===== config.mk =====
export PLATFORM = sky130hd
export DESIGN_NAME = pulsar_phase_binner
export DESIGN_NICKNAME = d
export VERILOG_FILES = /design/src/rtl/pulsar_phase_binner.sv
export SDC_FILE = /design/constraint.sdc
export NUM_CORES = 1
export LEC_CHECK = 0
export BUFFER_PORTS_ARGS = -buffer_cell sky130_fd_sc_hd__buf_2
export CORE_ASPECT_RATIO = 1.2
export CORE_MARGIN = 2
export CORE_UTILIZATION = 60
export DETAILED_ROUTE_END_ITERATION = 10
export PLACE_DENSITY_LB_ADDON = 0.15
export SLEW_MARGIN = 20
export SYNTH_ARGS = -nofsm -noshare
export SYNTH_HDL_FRONTEND = slang
export SYNTH_SLANG_ARGS = --single-unit

===== constraint.sdc =====
create_clock -name clk_in -period 17.8 [get_ports clk_in]
set_input_delay 0 -clock clk_in [delete_from_list [all_inputs] [get_ports clk_in]]
set_output_delay 0 -clock clk_in [all_outputs]
set_load 0.005 [all_outputs]

===== src/rtl/pulsar_phase_binner.sv =====
// Pulsar phase tracker with epoch/resync control and a restoring divider that folds phase into bins.
// Sample edge to bin_valid is BIN_BITS+1 edges, one result every BIN_BITS+2 cycles; no backpressure, bin_valid is a strobe.
module pulsar_phase_binner #(
    parameter int CNT_W      = 32,
    parameter int BIN_BITS   = 10,
    parameter int DIV_N      = 8,
    parameter int PERIOD_RST = 1024
) (
    input  logic                clk_in,
    input  logic                rst,
    input  logic                cfg_load,
    input  logic [CNT_W-1:0]    period_in,
    input  logic [CNT_W-1:0]    epoch_in,
    input  logic                resync_en,
    input  logic                pulse_detected,
    output logic                clk_out,
    output logic [CNT_W-1:0]    phase,
    output logic [BIN_BITS-1:0] bin_index,
    output logic [CNT_W-1:0]    bin_phase,
    output logic                bin_valid,
    output logic [CNT_W-1:0]    pulse_phase,
    output logic                pulse_seen,
    output logic                cfg_err
);

    localparam int DC_W   = (DIV_N > 1) ? $clog2(DIV_N) : 1;
    localparam int STEP_W = (BIN_BITS > 1) ? $clog2(BIN_BITS) : 1;
    localparam logic [DC_W-1:0]   DC_LAST   = DC_W'(DIV_N - 1);
    localparam logic [STEP_W-1:0] STEP_LAST = STEP_W'(BIN_BITS - 1);

    typedef enum logic [1:0] {S_IDLE, S_DIV, S_DONE} state_t;

    logic [DC_W-1:0]     div_cnt_q;
    logic                clk_out_q;

    logic [CNT_W-1:0]    period_q, period_d;
    logic [CNT_W-1:0]    phase_q, phase_d;
    logic [CNT_W-1:0]    pulse_phase_q, pulse_phase_d;
    logic                pulse_seen_q;
    logic                cfg_err_q, cfg_err_d;
    logic                cfg_ok;
    logic [CNT_W-1:0]    phase_inc;

    state_t              state_q;
    logic [CNT_W:0]      rem_q;
    logic [CNT_W-1:0]    divisor_q;
    logic [CNT_W-1:0]    sample_q;
    logic [BIN_BITS-1:0] quot_q;
    logic [STEP_W-1:0]   step_q;
    logic [BIN_BITS-1:0] bin_index_q;
    logic [CNT_W-1:0]    bin_phase_q;
    logic                bin_valid_q;

    logic [CNT_W:0]      rem_sh;
    logic                rem_ge;
    logic [CNT_W:0]      rem_nx;
    logic [BIN_BITS-1:0] quot_nx;

    // Free-running clock divider, independent of configuration.
    always_ff @(posedge clk_in or posedge rst) begin
        if (rst) begin
            div_cnt_q <= '0;
            clk_out_q <= 1'b0;
        end else if (div_cnt_q == DC_LAST) begin
            div_cnt_q <= '0;
            clk_out_q <= ~clk_out_q;
        end else begin
            div_cnt_q <= div_cnt_q + DC_W'(1);
        end
    end

    assign cfg_ok    = cfg_load && (period_in != '0) && (epoch_in < period_in);
    assign phase_inc = (phase_q == period_q - CNT_W'(1)) ? '0 : phase_q + CNT_W'(1);

    // A cfg_load in the same cycle masks the pulse, even if the load itself is rejected.
    always_comb begin
        period_d      = period_q;
        phase_d       = phase_inc;
        pulse_phase_d = pulse_phase_q;
        cfg_err_d     = cfg_err_q;
        if (cfg_ok) begin
            period_d  = period_in;
            phase_d   = (epoch_in == '0) ? '0 : period_in - epoch_in;
            cfg_err_d = 1'b0;
        end else if (cfg_load) begin
            cfg_err_d = 1'b1;
        end else if (pulse_detected) begin
            pulse_phase_d = phase_q;
            if (resync_en) begin
                phase_d = '0;
            end
        end
    end

    always_ff @(posedge clk_in or posedge rst) begin
        if (rst) begin
            period_q      <= CNT_W'(PERIOD_RST);
            phase_q       <= '0;
            pulse_phase_q <= '0;
            pulse_seen_q  <= 1'b0;
            cfg_err_q     <= 1'b0;
        end else begin
            period_q      <= period_d;
            phase_q       <= phase_d;
            pulse_phase_q <= pulse_phase_d;
            pulse_seen_q  <= pulse_detected;
            cfg_err_q     <= cfg_err_d;
        end
    end

    // One restoring step: the remainder stays below the divisor, so the shifted value fits in CNT_W+1 bits.
    assign rem_sh  = rem_q << 1;
    assign rem_ge  = (rem_sh >= {1'b0, divisor_q});
    assign rem_nx  = rem_ge ? (rem_sh - {1'b0, divisor_q}) : rem_sh;
    assign quot_nx = (quot_q << 1) | BIN_BITS'(rem_ge);

    always_ff @(posedge clk_in or posedge rst) begin
        if (rst) begin
            state_q     <= S_IDLE;
            rem_q       <= '0;
            divisor_q   <= '0;
            sample_q    <= '0;
            quot_q      <= '0;
            step_q      <= '0;
            bin_index_q <= '0;
            bin_phase_q <= '0;
            bin_valid_q <= 1'b0;
        end else if (cfg_ok) begin
            state_q     <= S_IDLE;
            bin_valid_q <= 1'b0;
        end else begin
            case (state_q)
                S_IDLE: begin
                    rem_q     <= {1'b0, phase_q};
                    divisor_q <= period_q;
                    sample_q  <= phase_q;
                    quot_q    <= '0;
                    step_q    <= '0;
                    state_q   <= S_DIV;
                end
                S_DIV: begin
                    rem_q  <= rem_nx;
                    quot_q <= quot_nx;
                    step_q <= step_q + STEP_W'(1);
                    if (step_q == STEP_LAST) begin
                        state_q     <= S_DONE;
                        bin_index_q <= quot_nx;
                        bin_phase_q <= sample_q;
                        bin_valid_q <= 1'b1;
                    end
                end
                S_DONE: begin
                    bin_valid_q <= 1'b0;
                    state_q     <= S_IDLE;
                end
                default: begin
                    bin_valid_q <= 1'b0;
                    state_q     <= S_IDLE;
                end
            endcase
        end
    end

    assign clk_out     = clk_out_q;
    assign phase       = phase_q;
    assign bin_index   = bin_index_q;
    assign bin_phase   = bin_phase_q;
    assign bin_valid   = bin_valid_q;
    assign pulse_phase = pulse_phase_q;
    assign pulse_seen  = pulse_seen_q;
    assign cfg_err     = cfg_err_q;

endmodule


==> flow_summary.json <==
{
  "status": "finished clean",
  "timing.fmax_mhz": 249,
  "io_buffers": 178,
  "drv_cap": 0,
  "postCtsHoldBufs": 36,
  "drt_iter0_drc": 801,
  "io_pins": 179,
  "fin_nets": 1907,
  "place_hpwl_mm": 30.4,
  "htree_num_levels": 1,
  "cts_buffers": 26,
  "grt_overflow": 0,
  "slowest_delay_ns": 0.56,
  "holdWs_ns": 0.0344,
  "synth_nets": 1748,
  "async_reset_ff_share_pct": 100,
  "crit_required_ns": 18.20,
  "cp-end-kind": "flip-flop",
  "clock_skew_ns": 0.0190,
  "hp-start": "epoch_in[1]",
  "cpMaxStageDelayCell": "dlygate4sd3_1",
  "clock_latency_ns": 0.53,
  "cp_max_fo": 44,
  "ys_types": 74,
  "crit_type": "input port to flip-flop",
  "r2r_setup_slack_ns": 13.89,
  "cpMostUsedCell": "buf_4",
  "cts.sinks": 256,
  "seq_area_frac_synth_pct": 41.3,
  "setup_tns_ns": 0,
  "path_cells": "dlygate4sd3_1 -> buf_2 -> inv_1 -> ha_1 -> inv_1 -> fa_1 -> nand3_1 -> a21oi_1 -> o311ai_0 -> a21oi_1 -> o211ai_1 -> buf_4 -> nor2b_1 -> buf_4 -> and2_2 -> buf_4 -> mux2_2",
  "cts_setup_buffers": 0,
  "rows": 64,
  "layout-drive-gt1-share_pct": 21.5,
  "vias_per_cell": 6.12,
  "r2r_cells": 10,
  "hold_violations": 0,
  "multi_input_area_um2": 8360,
  "tritoncts": "yes",
  "syn_avg_cell_area_um2": 9.64,
  "seqCellArea_um2": 6410,
  "fill_cells": 2039,
  "final_antenna_net_count": 0,
  "layout_min_cycle_time_ns": 4.02,
  "grt_usage_pct": 31.6,
  "r2r-end": "phase[14]",
  "grt_pass1_vias": 12800,
  "grt_max_degree": 129,
  "rsz0062_at_grt": "no",
  "timing.rr.start": "period_q[0]",
  "slew_headroom_pct": 33.2,
  "vdd.ir_drop.worst_v": 0.000109,
  "p_leak_nw": 8.26,
  "dr.pass1.iters": 6,
  "crit_arrival_ns": 4.42,
  "die_x_um": 151,
  "netlist_area_um2": 15500,
  "area_delta_synth_final_pct": 14.1,
  "yosysWarnings": 0,
  "slew_violations": 0,
  "ys_ff_latch": 256,
  "worst_slack_ns": 13.78,
  "wl_per_cell_um": 20.1,
  "clock_path_buffers": 3,
  "routed_wl_mm": 42.5,
  "crit_start": "period_in[0]",
  "antenna_found_initial": 3,
  "worstSetupStartpointType": "input port",
  "post-place-ws_ns": 13.81,
  "grt_pass1_wl_mm": 68.4,
  "die-area_um2": 27100,
  "p_per_area_nw_per_um2": 175,
  "synth_flop_cell": "dfrtp_1",
  "initial_utilization_pct": 60.9,
  "setup_viol": 0,
  "crit_end": "bin_phase[9]",
  "vias": 12900,
  "worstMarginPinSlew_ns": 1.00,
  "cts-root-buf": "clkbuf_16",
  "synth_edf_count": 0,
  "drc": 0,
  "place.gp.congestion": 0.943,
  "synth_cells": 1607,
  "die_h_um": 180,
  "coreArea_um2": 25500,
  "clkTransAtPathRegs_ns": 0.05,
  "worstHoldPathType": "input port to flip-flop",
  "cts_resized": 0,
  "period_share_pct": 22.6
}
registers in the layout, summed over array words and instances, names as in the netlist:
register	count
bin_index	10
bin_phase	32
bin_valid	1
cfg_err	1
clk_out	1
div_cnt_q	3
divisor_q	32
period_q	32
phase	32
pulse_phase	32
pulse_seen	1
quot_q	9
rem_q	32
sample_q	32
state_q	2
step_q	4
cell usage in the layout (no fill, tap or decap), drive strengths merged, types with 23 or more instances in the layout:
cell type    count
dfrtp          255
buf            190
nand2          153
mux2           135
nor2            98
o21ai           92
inv             91
ha              70
xnor2           63
xor2            57
a21oi           54
clkbuf          44
nand3           39
dlygate4sd3     36
o22ai           33
nor4            33
a21o            29
nor3            28
a211oi          24
and3            23
worst max-delay path: cells and delay by family:
kind | cells | cell delay [ns]
adder cells (fa/ha/maj) | 2 | 0.57
multiplexers | 1 | 0.41
AND/OR/NAND/NOR | 3 | 0.48
buffers and inverters | 7 | 2.04
AO/OA/AOI/OAI | 4 | 0.87
worst min-delay path by stage:
stage	endpoint	depth (start not counted)
after floorplan	pulse_seen	0
after global placement	pulse_seen	1
after detailed placement	pulse_seen	1
after CTS	phase[1]	5
after global routing	phase[1]	5
final	phase[1]	5
stage by stage:
| stage | utilization, % | power (mW) | cells | area (um2) |
|---|---|---|---|---|
| floorplan | - | 2.13 | 1607 | 15500 |
| global placement | 64.8 | 2.50 | 2032 | 16500 |
| detailed placement | 64.8 | 2.54 | 2032 | 16500 |
| CTS | 69.4 | 3.08 | 2115 | 17700 |
| global route | 69.4 | 3.31 | 2116 | 17700 |
| finish | 69.5 | 3.09 | 2117 | 17700 |
cells by family (layout without fill, tap and decap cells):
logic type / after synthesis / in the layout / share of synthesized area, %
AO/OA/AOI/OAI: 359 / 359 / 15.3
XOR/XNOR: 120 / 120 / 6.78
adder cells (fa/ha/maj): 72 / 72 / 5.91
buffers and inverters: 186 / 364 / 4.93
flip-flops: 256 / 256 / 41.3
multiplexers: 149 / 149 / 10.7
other: 0 / 2 / 0
AND/OR/NAND/NOR: 465 / 465 / 15.0
layout make-up:
| class | count | share of cell area [%] |
|---|---|---|
| Clock inverter | 3 | 0.106 |
| Timing Repair Buffer | 226 | 7.61 |
| Clock buffer | 44 | 4.46 |
| Multi-Input combinational cell | 1165 | 47.3 |
| Inverter | 91 | 1.97 |
| Antenna cell | 2 | 0.0283 |
| Sequential cell | 256 | 36.2 |
| Tap cell | 330 | 2.33 |
per-layer routing:
metal	up-vias	GRT usage [%]	wire length, um
met2	472	48.9	19700
met3	110	4.76	2670
met1	6272	45.2	18600
met4	2	11.6	1580
met5	-	0	13
li1	6091	-	-
cells in the mapped netlist (29+ instances only):
library cell	instances	area share, %
dfrtp_1	255	41
nand2_1	153	3.7
mux2_2	135	9.8
nor2_1	98	2.4
inv_1	91	2.2
o21ai_0	91	2.9
ha_1	70	5.7
xnor2_1	63	3.6
xor2_1	57	3.2
clkbuf_1	55	1.3
a21oi_1	54	1.7
nand3_1	39	1.3
o22ai_1	33	1.3
a21o_1	29	1.4
nor4_1	29	1.2
where the power goes:
group	switching (mW)	internal [mW]
Clock	0.219	0.300
Combinational	0.836	0.713
Sequential	0.217	0.805
(Power assumes the default switching activity.)
